[src/rtl/axi_line_mngr.sv]
// axi_line_mngr: one 128-bit line request as a 4-beat AXI write or read burst; ports: req_*/resp_* client side, aw/w/b/ar/r manager side.
module axi_line_mngr #(
  parameter logic [3:0] MID = 4'h1
) (
  input  logic         clk,
  input  logic         rst,
  input  logic         req_valid,
  output logic         req_ready,
  input  logic         req_we,
  input  logic [31:0]  req_addr,
  input  logic [127:0] req_wdata,
  input  logic [15:0]  req_wmask,
  output logic         resp_valid,
  output logic [127:0] resp_rdata,
  output logic         resp_err,
  output logic         awvalid,
  input  logic         awready,
  output logic [3:0]   awid,
  output logic [31:0]  awaddr,
  output logic [5:0]   awatop,
  output logic         wvalid,
  input  logic         wready,
  output logic [31:0]  wdata,
  output logic [3:0]   wstrb,
  output logic         wlast,
  input  logic         bvalid,
  output logic         bready,
  input  logic [3:0]   bid,
  input  logic         bcomp,
  output logic         arvalid,
  input  logic         arready,
  output logic [3:0]   arid,
  output logic [31:0]  araddr,
  input  logic         rvalid,
  output logic         rready,
  input  logic [3:0]   rid,
  input  logic [31:0]  rdata,
  input  logic         rlast
);
  typedef enum logic [2:0] {IDLE, AW, WD, BW, AR, RD, RSP} state_t;
  state_t state, state_nx;
  logic [31:0] addr;
  logic [127:0] line;
  logic [15:0] mask;
  logic [1:0] k;
  logic err;
  always_ff @(posedge clk)
    if (rst) begin
      state <= IDLE;
      k <= 2'd0;
      err <= 1'b0;
      resp_rdata <= '0;
    end else begin
      state <= state_nx;
      if (req_valid && req_ready) begin
        addr <= req_addr;
        line <= req_wdata;
        mask <= req_wmask;
        err <= 1'b0;
      end
      if ((awvalid && awready) || (arvalid && arready)) k <= 2'd0;
      if (wvalid && wready) k <= k + 2'd1;
      if (bready && bvalid) err <= (bid != MID) | ~bcomp;
      if (rready && rvalid) begin
        resp_rdata[32*k +: 32] <= rdata;
        k <= k + 2'd1;
        err <= err | (rid != MID) | (rlast ? k != 2'd3 : k == 2'd3);
      end
    end
  always_comb begin
    state_nx = state;
    case (state)
      IDLE: state_nx = req_valid ? (req_we ? AW : AR) : IDLE;
      AW:   state_nx = awready ? WD : AW;
      WD:   state_nx = (wready && k == 2'd3) ? BW : WD;
      BW:   state_nx = bvalid ? RSP : BW;
      AR:   state_nx = arready ? RD : AR;
      RD:   state_nx = (rvalid && rlast) ? RSP : RD;
      default: state_nx = IDLE;
    endcase
  end
  assign req_ready  = state == IDLE;
  assign awvalid    = state == AW;
  assign awid       = MID;
  assign awaddr     = addr & 32'hFFFF_FFF0;
  assign awatop     = 6'h0;
  assign wvalid     = state == WD;
  assign wdata      = line[32*k +: 32];
  assign wstrb      = mask[4*k +: 4];
  assign wlast      = wvalid && k == 2'd3;
  assign bready     = state == BW;
  assign arvalid    = state == AR;
  assign arid       = MID;
  assign araddr     = addr & 32'hFFFF_FFF0;
  assign rready     = state == RD;
  assign resp_valid = state == RSP;
  assign resp_err   = resp_valid & err;
endmodule

[config.mk]
export PLATFORM = sky130hd
export DESIGN_NAME = axi_line_mngr
export DESIGN_NICKNAME = d
export VERILOG_FILES = /design/src/rtl/axi_line_mngr.sv
export SDC_FILE = /design/constraint.sdc
export NUM_CORES = 1
export LEC_CHECK = 0
export ABC_AREA = 1
export ABC_CLOCK_PERIOD_IN_PS = 12840
export CORE_MARGIN = 2
export CORE_UTILIZATION = 35
export DETAILED_ROUTE_END_ITERATION = 7
export GPL_TIMING_DRIVEN = 0
export PLACE_DENSITY = 0.66
export SLEW_MARGIN = 15
export SYNTH_ARGS = -nofsm -noshare
export SYNTH_HDL_FRONTEND = slang
export SYNTH_SLANG_ARGS = --single-unit
[constraint.sdc]
create_clock -name clk -period 12.84 [get_ports clk]
set_input_delay 1.284 -clock clk [delete_from_list [all_inputs] [get_ports clk]]
set_output_delay 1.284 -clock clk [all_outputs]
set_load 0.1 [all_outputs]
==> metrics.txt, run 1 <==
crit path max fanout=10; max-cap check violation count=0; met3 GRT Util=5.80%; clock skew=9.12 ps; Post-Synth XOR/XNOR Area=0%; register area share after synthesis=64.0%; worst vdd ir=0.0968 mV; CTS Buffer Depth=3; most frequent cells in the layout=clkdlybuf4s50_1, nor2_1, edfxtp_1; DRT iter0 DRCs=700; clock-pin transition on the worst setup and hold timing paths=60 ps; Worst Tran Pin Value=1110 ps; Hold-fix buffers, CTS=0; first-pass GRT wire length=62.1 mm; layer with the highest usage=met2; Slew Viols, Final=0; antenna viol nets, final=0; mux cell area share after synthesis=0%; pin count of the biggest net entering global routing=31; vias per inst=4.84; critical path cell sequence=buf_2 > buf_2 > clkbuf_1 > nor2_1 > o22ai_1 > clkdlybuf4s50_1; class of the worst hold path=flop to flop; Mapped Area=0.0123 mm^2; Period minus WS final=4900 ps; slew margin rel.=25.9%; GRT Overall Usage=22.5%; largest family of logic cells by synthesized area=simple AND/OR/NAND/NOR gates; dpl ws=8470 ps; crit path launch type=flop; Crit path required time=11,560 ps; PortBufs=451; Die Wd=191 um; DRC errors left=0; PD cells=132 mW/mm^2; R2R Path Start=k[1]$_SDFFE_PP0P_; WL per Instance=19.1 um; CP dominant cell by count=buf_2; grt ovf=0; Tcrit/Tclk final=38.2%; post_cts resized=0; met2 Track Usage GR=42.6%; DP Wirelength=33.5 mm; Placed Area=0.0176 mm^2; CP peak stage delay=1220 ps; Avg Inst Size Synth=9.91 um^2; Total Wirelength=42.7 mm; via count=10,800; post-synthesis instance total=1,237; Synth Area in Compound Gates=10.8%; CTS root buffer=clkbuf_16; FP Rows=68; via count of the first global-routing pass=10,700; Initial Utilization=35.5%; endpoints failing setup=0; RSZ-0062 raised after global routing=false; hold_ws=464 ps; fmax=204 MHz; TritonCTS clock tree=yes; Final #Nets=1,981; Top Ports=478; Post-CTS Setup Bufs=0; Crit Path Category=flop to primary output; most common cell after layout, fill and taps aside=clkdlybuf4s50_1; H-Tree Depth=1; share of cells above drive strength 1=9.42%; RD Place Congestion=0.838; Final Cell Area=0.0187 mm^2; DIE AREA=0.0365 mm^2; met1 GRT Util=24.3%; area grow syn2layout=52.4%; critical path launch point=k[0]$_SDFFE_PP0P_; drt pass-1 iters=6; initial antenna violation count=4; Crit path arrival time=3620 ps; CP Capture Type=primary output; setup_tns=0 ps; Clk Latency, worst-skew pair=560 ps; Yosys warning count=0; area share of and/or/nand/nor cells after synthesis=16.8%; slowest cell on the critical path=clkdlybuf4s50_1; leak pwr=6.64 nW; adder-cell share of the synthesized area=0.612%; final hold vios=0; outcome=finished, final reports clean; core area=0.0345 mm^2; FF+latch count, synth=306; clk sinks=306; chip height=191 um; min-delay src=resp_rdata[27]$_SDFFE_PP0P_; R2R setup slack=9810 ps; post-route setup slack=7940 ps; Yosys cell types=28; CTS Buf Count=31
[Yosys cell counts (all sizes together)]
| cell | number | area [um^2] |
|---|---|---|
| o211ai | 1 | 7.51 |
| nor3 | 6 | 30.0 |
| inv | 38 | 145 |
| ha | 6 | 75.1 |
| buf | 98 | 653 |
| edfxtp | 172 | 5160 |
| o22ai | 36 | 225 |
| and2 | 1 | 6.26 |
| nor3b | 1 | 7.51 |
| or2 | 1 | 6.26 |
| clkbuf | 39 | 146 |
| o21ai | 150 | 751 |
| nand4 | 39 | 259 |
| a21oi | 67 | 335 |
| nor2 | 305 | 1150 |
| nand2 | 96 | 378 |
| nand3 | 45 | 225 |
| conb | 2 | 7.51 |
| dfxtp | 134 | 2680 |
[where the power goes]
part	leakage (nW)	switching, mW	total, mW	internal, mW
clock	0.533	0.380	0.949	0.569
combinational	3.43	0.295	0.426	0.131
sequential	2.67	0.0110	1.09	1.08
total	6.64	0.686	2.46	1.78
[sequential cells by signal, indices dropped and copies added, names as in the netlist]
signal / count
state: 3
mask: 16
err: 1
k: 2
addr: 28
line: 128
resp_rdata: 128
[metrics by stage]
step,std cells,total power [mW],util [%]
6_report,2232,2.46,54.1
5_1_grt,2231,2.54,54.1
4_1_cts,2228,2.48,54.1
3_5_place_dp,2170,1.53,50.9
3_3_place_gp,2163,1.54,50.4
2_1_floorplan,1257,1.38,-
[routing by layer]
layer | wire length [um] | up-vias | share of wire, %
met5 | 0 | - | 0
met4 | 1120 | 0 | 2.6
met3 | 4050 | 69 | 9.5
met2 | 22300 | 498 | 52
met1 | 15300 | 5025 | 36
li1 | - | 5212 | -
[final timing paths]
| check | endpoint | depth (start not counted) |
|---|---|---|
| hold reg to reg | resp_rdata[27]$_SDFFE_PP0P_ | 2 |
| setup reg to reg | resp_rdata[51]$_SDFFE_PP0P_ | 8 |
| setup / recovery | wdata[30] | 6 |
| hold / removal | resp_rdata[27]$_SDFFE_PP0P_ | 2 |
[worst max-delay path, delay by kind of cell, from the launching register on]
family | cells | cell delay, ps
buffers and inverters | 4 | 2380
flip-flops | 1 | 390
AO/OA/AOI/OAI | 1 | 160
AND/OR/NAND/NOR | 1 | 110
[logic make-up after synthesis]
group,count (synthesis)
AO/OA/AOI/OAI,254
adder cells (fa/ha/maj),6
buffers and inverters,175
flip-flops,306
other,2
AND/OR/NAND/NOR,494
[area by class of cell]
type	count	area (um^2)
fillers	3078	15900
flip-flops and latches	306	7850
repair buffers	458	4680
multi-input cells	776	3550
clock buffers	42	900
plain buffers	137	800
well taps	455	569
clock inverters	16	189
inverters	38	145
diodes	4	10.0
No activity file was read; power rests on OpenSTA's default activity.
==> run 2, diff against run 1 <==
--- a/config.mk
+++ b/config.mk
@@ -6,12 +6,12 @@
 export NUM_CORES = 1
 export LEC_CHECK = 0
 export ABC_AREA = 1
-export ABC_CLOCK_PERIOD_IN_PS = 12840
+export ABC_CLOCK_PERIOD_IN_PS = 3940
 export CORE_MARGIN = 2
 export CORE_UTILIZATION = 35
 export DETAILED_ROUTE_END_ITERATION = 7
 export GPL_TIMING_DRIVEN = 0
-export PLACE_DENSITY = 0.66
+export PLACE_DENSITY = 0.69
 export SLEW_MARGIN = 15
 export SYNTH_ARGS = -nofsm -noshare
 export SYNTH_HDL_FRONTEND = slang
==> constraint.sdc (replaced) <==
create_clock -name clk -period 3.94 [get_ports clk]
set_input_delay 0.394 -clock clk [delete_from_list [all_inputs] [get_ports clk]]
set_output_delay 0.394 -clock clk [all_outputs]
set_load 0.1 [all_outputs]
==> run 2 against run 1 <==
Setup slack worse by 7700 ps. First-iteration DRC count down 20%. Sequential share of layout area shrank 0.20 points. Via count increased by 0.46%. Global-route usage up 0.19 points. Wire length grew 0.38%. Clock skew grew 6.0 ps. Hold slack got worse by 33 ps. Critical path depth down 1. Utilization rose by 0.26 points. Clock-buffer cell count up 4. Sequential cell count did not move. Critical endpoint is now wstrb[3]. Largest cell class unchanged. Highest routed layer is now met5.
==> metrics.txt, run 2 (synthesis gave the netlist of run 1 again) <==
Non-Filler Instances=2,234 (+0.090%); DRT iter0 DRCs=561 (-20%); fmax=269 MHz; max-cap check violation count=0 (unchanged); worst vdd ir=0.365 mV (+280%); outcome=finished, final reports clean; DRC errors left=0 (unchanged); met2 Track Usage GR=43.0% (+0.39 points); antenna viol nets, final=0 (unchanged); Final #Nets=1,985 (+0.20%); Placed Area=0.0176 mm^2 (+0.11%); setup_tns=0 ps (unchanged); clock skew=15.1 ps (+5.99 ps); clock-pin transition on the worst setup and hold timing paths=60 ps (about the same); Die Wd=191 um (unchanged); RD Place Congestion=0.882 (+5.2%); Period minus WS final=3720 ps; met3 GRT Util=5.12% (-0.68 points); met1 GRT Util=24.5% (+0.11 points); via count of the first global-routing pass=10,900 (+2.1%); most common cell after layout, fill and taps aside=clkdlybuf4s50_1; Final Cell Area=0.0188 mm^2 (+0.48%); crit path launch type=flop; CTS Buf Count=35 (+13%); layer with the highest usage=met2; initial antenna violation count=4 (unchanged); vias per inst=4.86 (+0.37%); final hold vios=0 (unchanged); TritonCTS clock tree=yes; R2R setup slack=920 ps (-8890 ps); biggest registers after layout=line: 128 flops, resp_rdata: 128 flops, addr: 28 flops; Clk Latency, worst-skew pair=510 ps (-50 ps); clk sinks=306 (unchanged); chip height=191 um (unchanged); slew margin rel.=26.7% (+0.81 points); CTS root buffer=clkbuf_16; pin count of the biggest net entering global routing=32 (+3.2%); Slew Viols, Final=0 (unchanged); Post-CTS Setup Bufs=0 (unchanged); DIE AREA=0.0365 mm^2 (unchanged); CP Capture Type=primary output; via count=10,900 (+0.46%); DP Wirelength=33.5 mm (about the same); Initial Utilization=35.5% (unchanged); fillers=3,065 (-0.42%); Total Wirelength=42.8 mm (+0.38%); area grow syn2layout=53.2%; Seq pwr share=43.6% (-0.6 points); Clock power frac=39.4% (+0.8 points); H-Tree Depth=2 (+1); GRT Overall Usage=22.7% (+0.19 points); crit path max fanout=10 (unchanged); combinational power share=17.0% (-0.3 points); Crit path arrival time=3320 ps (-300 ps); Crit path required time=3550 ps (-8010 ps); Sw Pwr=2.30 mW (+240%); FP Rows=68 (unchanged); post-route setup slack=221 ps (-7720 ps); internal power=5.83 mW (+230%); first-pass GRT wire length=62.7 mm (+0.93%); leak pwr=6.85 nW (+3.2%); core area=0.0345 mm^2 (unchanged); Top Ports=478 (unchanged); Crit Path Category=flop to primary output; PortBufs=451 (unchanged); CTS Buffer Depth=3 (unchanged); dpl cells=2,170 (unchanged); dpl ws=455 ps (-8010 ps); Worst Tran Pin Value=1100 ps (-12.0 ps); drt pass-1 iters=5 (-1); WL per Instance=19.2 um (+0.29%); most frequent cells in the layout=clkdlybuf4s50_1, nor2_1, edfxtp_1; Tcrit/Tclk final=94.4%; endpoints failing setup=0 (unchanged); class of the worst hold path=input port to flop; switching fraction of total power=28.3% (+0.43 points); PD cells=433 mW/mm^2 (+230%); RSZ-0062 raised after global routing=false; share of cells above drive strength 1=9.45% (+0.035 points); grt ovf=0 (unchanged)
run 2: routing by layer:
metal | vias to the layer above | wire length (um)
met5 | - | 28
met4 | 4 | 1580
met3 | 97 | 3490
met2 | 514 | 22400
met1 | 5041 | 15300
li1 | 5198 | -
run 2: worst max-delay path, stage by stage, from the launching register on:
cell and delay [ps]:
dfxtp_1 380, buf_2 310, clkbuf_1 580, o21ai_0 200, o22ai_1 180, clkdlybuf4s50_1 1170
run 2: path summary, 6_finish.rpt:
path,endpoint,cells past startpoint,from
setup / recovery,wstrb[3],5,k[0]$_SDFFE_PP0P_
hold / removal,line[28]$_DFFE_PP_,1,req_wdata[28]
setup reg to reg,resp_rdata[51]$_SDFFE_PP0P_,8,k[1]$_SDFFE_PP0P_
hold reg to reg,resp_rdata[90]$_SDFFE_PP0P_,2,resp_rdata[90]$_SDFFE_PP0P_
run 2: area by class of cell:
cell class                      count  area (um^2)  area share (%)
Sequential cell                   306         7850            41.8
Timing Repair Buffer              458         4700            25.1
Multi-Input combinational cell    776         3560            19.0
Clock buffer                       46          988            5.26
Buffer                            137          806            4.29
Tap cell                          455          569            3.03
Clock inverter                     16          146           0.780
Inverter                           38          145           0.773
Antenna cell                        2         5.00          0.0267
run 2: per-stage QoR:
step	power [mW]	utilization, %	hold slack [ps]
2_1_floorplan	4.49	-	493
3_3_place_gp	4.98	50.5	452
3_5_place_dp	5.01	51.0	454
4_1_cts	8.19	54.2	413
5_1_grt	8.39	54.3	413
6_report	8.13	54.4	431
run 2: what timing repair did:
item	CTS	global route
resized for setup	14	18
setup endpoints to repair	14	18
hold buffers	0	0
pin swaps	0	0
run 2: power groups by stage:
stage / clock (mW) / combinational (mW) / sequential [mW]
3_3_place_gp: 0 / 1.35 / 3.63
4_1_cts: 3.26 / 1.39 / 3.55
6_report: 3.20 / 1.38 / 3.55
5_1_grt: 3.39 / 1.44 / 3.56
2_1_floorplan: 0 / 0.742 / 3.75
3_5_place_dp: 0 / 1.39 / 3.61
==> run 3, diff against run 2 <==
--- a/config.mk
+++ b/config.mk
@@ -5,13 +5,12 @@
 export SDC_FILE = /design/constraint.sdc
 export NUM_CORES = 1
 export LEC_CHECK = 0
-export ABC_AREA = 1
 export ABC_CLOCK_PERIOD_IN_PS = 3940
 export CORE_MARGIN = 2
 export CORE_UTILIZATION = 35
 export DETAILED_ROUTE_END_ITERATION = 7
 export GPL_TIMING_DRIVEN = 0
-export PLACE_DENSITY = 0.69
+export PLACE_DENSITY = 0.7
 export SLEW_MARGIN = 15
 export SYNTH_ARGS = -nofsm -noshare
 export SYNTH_HDL_FRONTEND = slang
==> run 3 against run 2 <==
Register-to-register slack better by 190 ps. Sequential power about the same. Power down 3.9%. Sequential share of layout area up 1.5 points. Critical path depth down 1. Combinational power down 8%. Hold slack worse by 91 ps. Highest routed layer unchanged. Largest power group unchanged. Global-route usage down 0.98 points.
==> metrics.txt, run 3 <==
area grow syn2layout=53.9%; chip height=188 um (-1.9%); R2R cell count=8 (unchanged); RSZ-0062 raised after global routing=false; cell type with the largest total area after synthesis=edfxtp_1; Avg Inst Size Synth=13.6 um^2 (+38%); hold_ws=341 ps (-90.5 ps); share of the synthesized area in the top cell type=43.8% (+1.7 points); CP peak stage delay=1190 ps (+20 ps); slew margin rel.=21.8% (-4.9 points); clock skew=14.0 ps (-1.15 ps); outcome=finished, final reports clean; grt ovf=0 (unchanged); core area=0.0334 mm^2 (-3.4%); most frequent cells in the layout=clkdlybuf4s50_1, edfxtp_1, dfxtp_1; drt pass-1 iters=5 (unchanged); H-Tree Depth=2 (unchanged); slowest cell on the critical path=clkdlybuf4s50_1; via count of the first global-routing pass=9,138 (-16%); Initial Utilization=35.3% (-0.15 points); most used standard cell by instance count after synthesis=edfxtp_1; via count=9,580 (-12%); Die Wd=188 um (-1.9%); asr flop ratio synth=0% (unchanged); Slew Viols, Final=0 (unchanged); initial antenna violation count=3 (-1); GRT Overall Usage=21.7% (-0.98 points); Total Wirelength=39.6 mm (-7.6%); post-route setup slack=182 ps (-39.3 ps); Post-CTS Setup Bufs=0 (unchanged); Yosys cell types=45 (+61%); WL per Instance=21.4 um (+12%); DIE AREA=0.0352 mm^2 (-3.8%); CTS Buf Count=34 (-2.9%); Tcrit/Tclk final=95.4% (+1.0 points); RD Place Congestion=0.879 (-0.33%); fillers=2,769 (-9.7%); DRT iter0 DRCs=669 (+19%); DP Wirelength=29.7 mm (-11%); Mapped Area=0.0118 mm^2 (-3.8%); leak pwr=6.18 nW (-9.8%); first-pass GRT wire length=57.6 mm (-8.0%); fin util=54.4% (about the same); post_cts resized=0 (-14); Period minus WS final=3760 ps (+39.3 ps); max-cap check violation count=0 (unchanged); clock-pin transition on the worst setup and hold timing paths=60 ps (about the same); FF+latch count, synth=306 (unchanged); most common cell after layout, fill and taps aside=clkdlybuf4s50_1; Final Cell Area=0.0181 mm^2 (-3.4%); overall power=7.82 mW (-3.9%); CTS root buffer=clkbuf_16; FF+latch area=0.00785 mm^2 (about the same); endpoints failing setup=0 (unchanged); hold depth=4 (+3); share of cells above drive strength 1=13.5% (+4.1 points); Synth Flop Type=edfxtp_1; Crit Path Category=flop to primary output; final hold vios=0 (unchanged); crit path max fanout=10 (unchanged); DRC errors left=0 (unchanged); fmax=266 MHz (-1.0%); critical path cell sequence=buf_2 > clkbuf_1 > mux4_2 > clkdlybuf4s50_1; Placed Area=0.0171 mm^2 (-2.8%); Area contributors post-synth=edfxtp_1, dfxtp_1, mux4_2; crit path launch type=flop; Yosys warning count=0 (unchanged); TritonCTS clock tree=yes; biggest registers after layout=line: 128 flops, resp_rdata: 128 flops, addr: 28 flops; class of the worst hold path=input port to flop; Worst Tran Pin Value=1170 ps (+73.4 ps); clk sinks=306 (unchanged); Top Ports=478 (unchanged); Hold-fix buffers, CTS=0 (unchanged); CP Capture Type=primary output; register area share after synthesis=66.6% (+2.5 points); most frequent cells after synthesis=edfxtp_1, dfxtp_1, a21oi_1; Crit path arrival time=3360 ps (+40 ps); post-synthesis instance total=864 (-30%); CTS Buffer Depth=3 (unchanged); Clk Latency, worst-skew pair=520 ps (about the same); Crit path required time=3550 ps (about the same); dpl ws=669 ps (+214 ps); antenna viol nets, final=0 (unchanged); PortBufs=450 (-0.22%); worst vdd ir=0.349 mV (-4.6%); vias per inst=5.19 (+6.8%); EDFF count, synth=172 (unchanged); multi-input logic area=0.00324 mm^2 (-9.1%); PD cells=431 mW/mm^2 (-0.59%); FP Rows=67 (-1.5%); Final #Nets=1,610 (-19%); pin count of the biggest net entering global routing=31 (-3.1%)
-- run 3: metrics by stage --
step | setup TNS (ps) | cells
after floorplan | -8410 | 884
after global placement | -243340 | 1782
after detailed placement | 0 | 1789
after CTS | 0 | 1846
after global routing | 0 | 1847
final | 0 | 1847
-- run 3: per-layer routing --
metal  part of all wire (%)  up-vias  track usage [%]
li1                       -     4306                -
met1                     40     4686             28.1
met2                     48      484             35.0
met3                    7.8      102             4.75
met4                    4.5        2             9.87
met5                  0.051        -                0
-- run 3: area by class of cell --
cell class	count	area share [%]
Inverter	8	0.165
Clock inverter	12	0.579
Sequential cell	306	43.3
Clock buffer	45	5.08
Multi-Input combinational cell	439	17.8
Timing Repair Buffer	457	25.7
Antenna cell	1	0.0138
Buffer	131	4.25
Tap cell	448	3.09
-- run 3: cells by family (layout without fill, tap and decap cells) --
logic type	Yosys count	in the layout	synth area share (%)
AOI/OAI and AO/OA	239	239	11.5
xor gates and xnor gates	1	1	0.0743
adders and majority gates	6	6	0.637
other	2	23	0.0637
DFF	306	306	66.6
buffers and inverters	139	653	6.74
and+or+nand+nor	135	135	7.59
muxes	36	36	6.88
-- run 3: final timing paths --
kind	from	end	slack [ps]
setup / recovery	k[1]$_SDFFE_PP0P_	wdata[14]	180
hold / removal	rst	k[1]$_SDFFE_PP0P_	340
setup reg to reg	k[0]$_SDFFE_PP0P_	resp_rdata[120]$_SDFFE_PP0P_	1110
hold reg to reg	resp_rdata[123]$_SDFFE_PP0P_	resp_rdata[123]$_SDFFE_PP0P_	470
-- run 3: report_power, final --
part / switching, mW / internal [mW] / total (mW)
combinational: 0.842 / 0.430 / 1.27
clock: 1.28 / 1.72 / 3.00
sequential: 0.0382 / 3.51 / 3.55
-- run 3: worst max-delay path: cells and delay by family, from the launching register on --
kind / cells / cell delay, ps
buffers and inverters: 3 / 2080
DFF: 1 / 370
muxes: 1 / 360
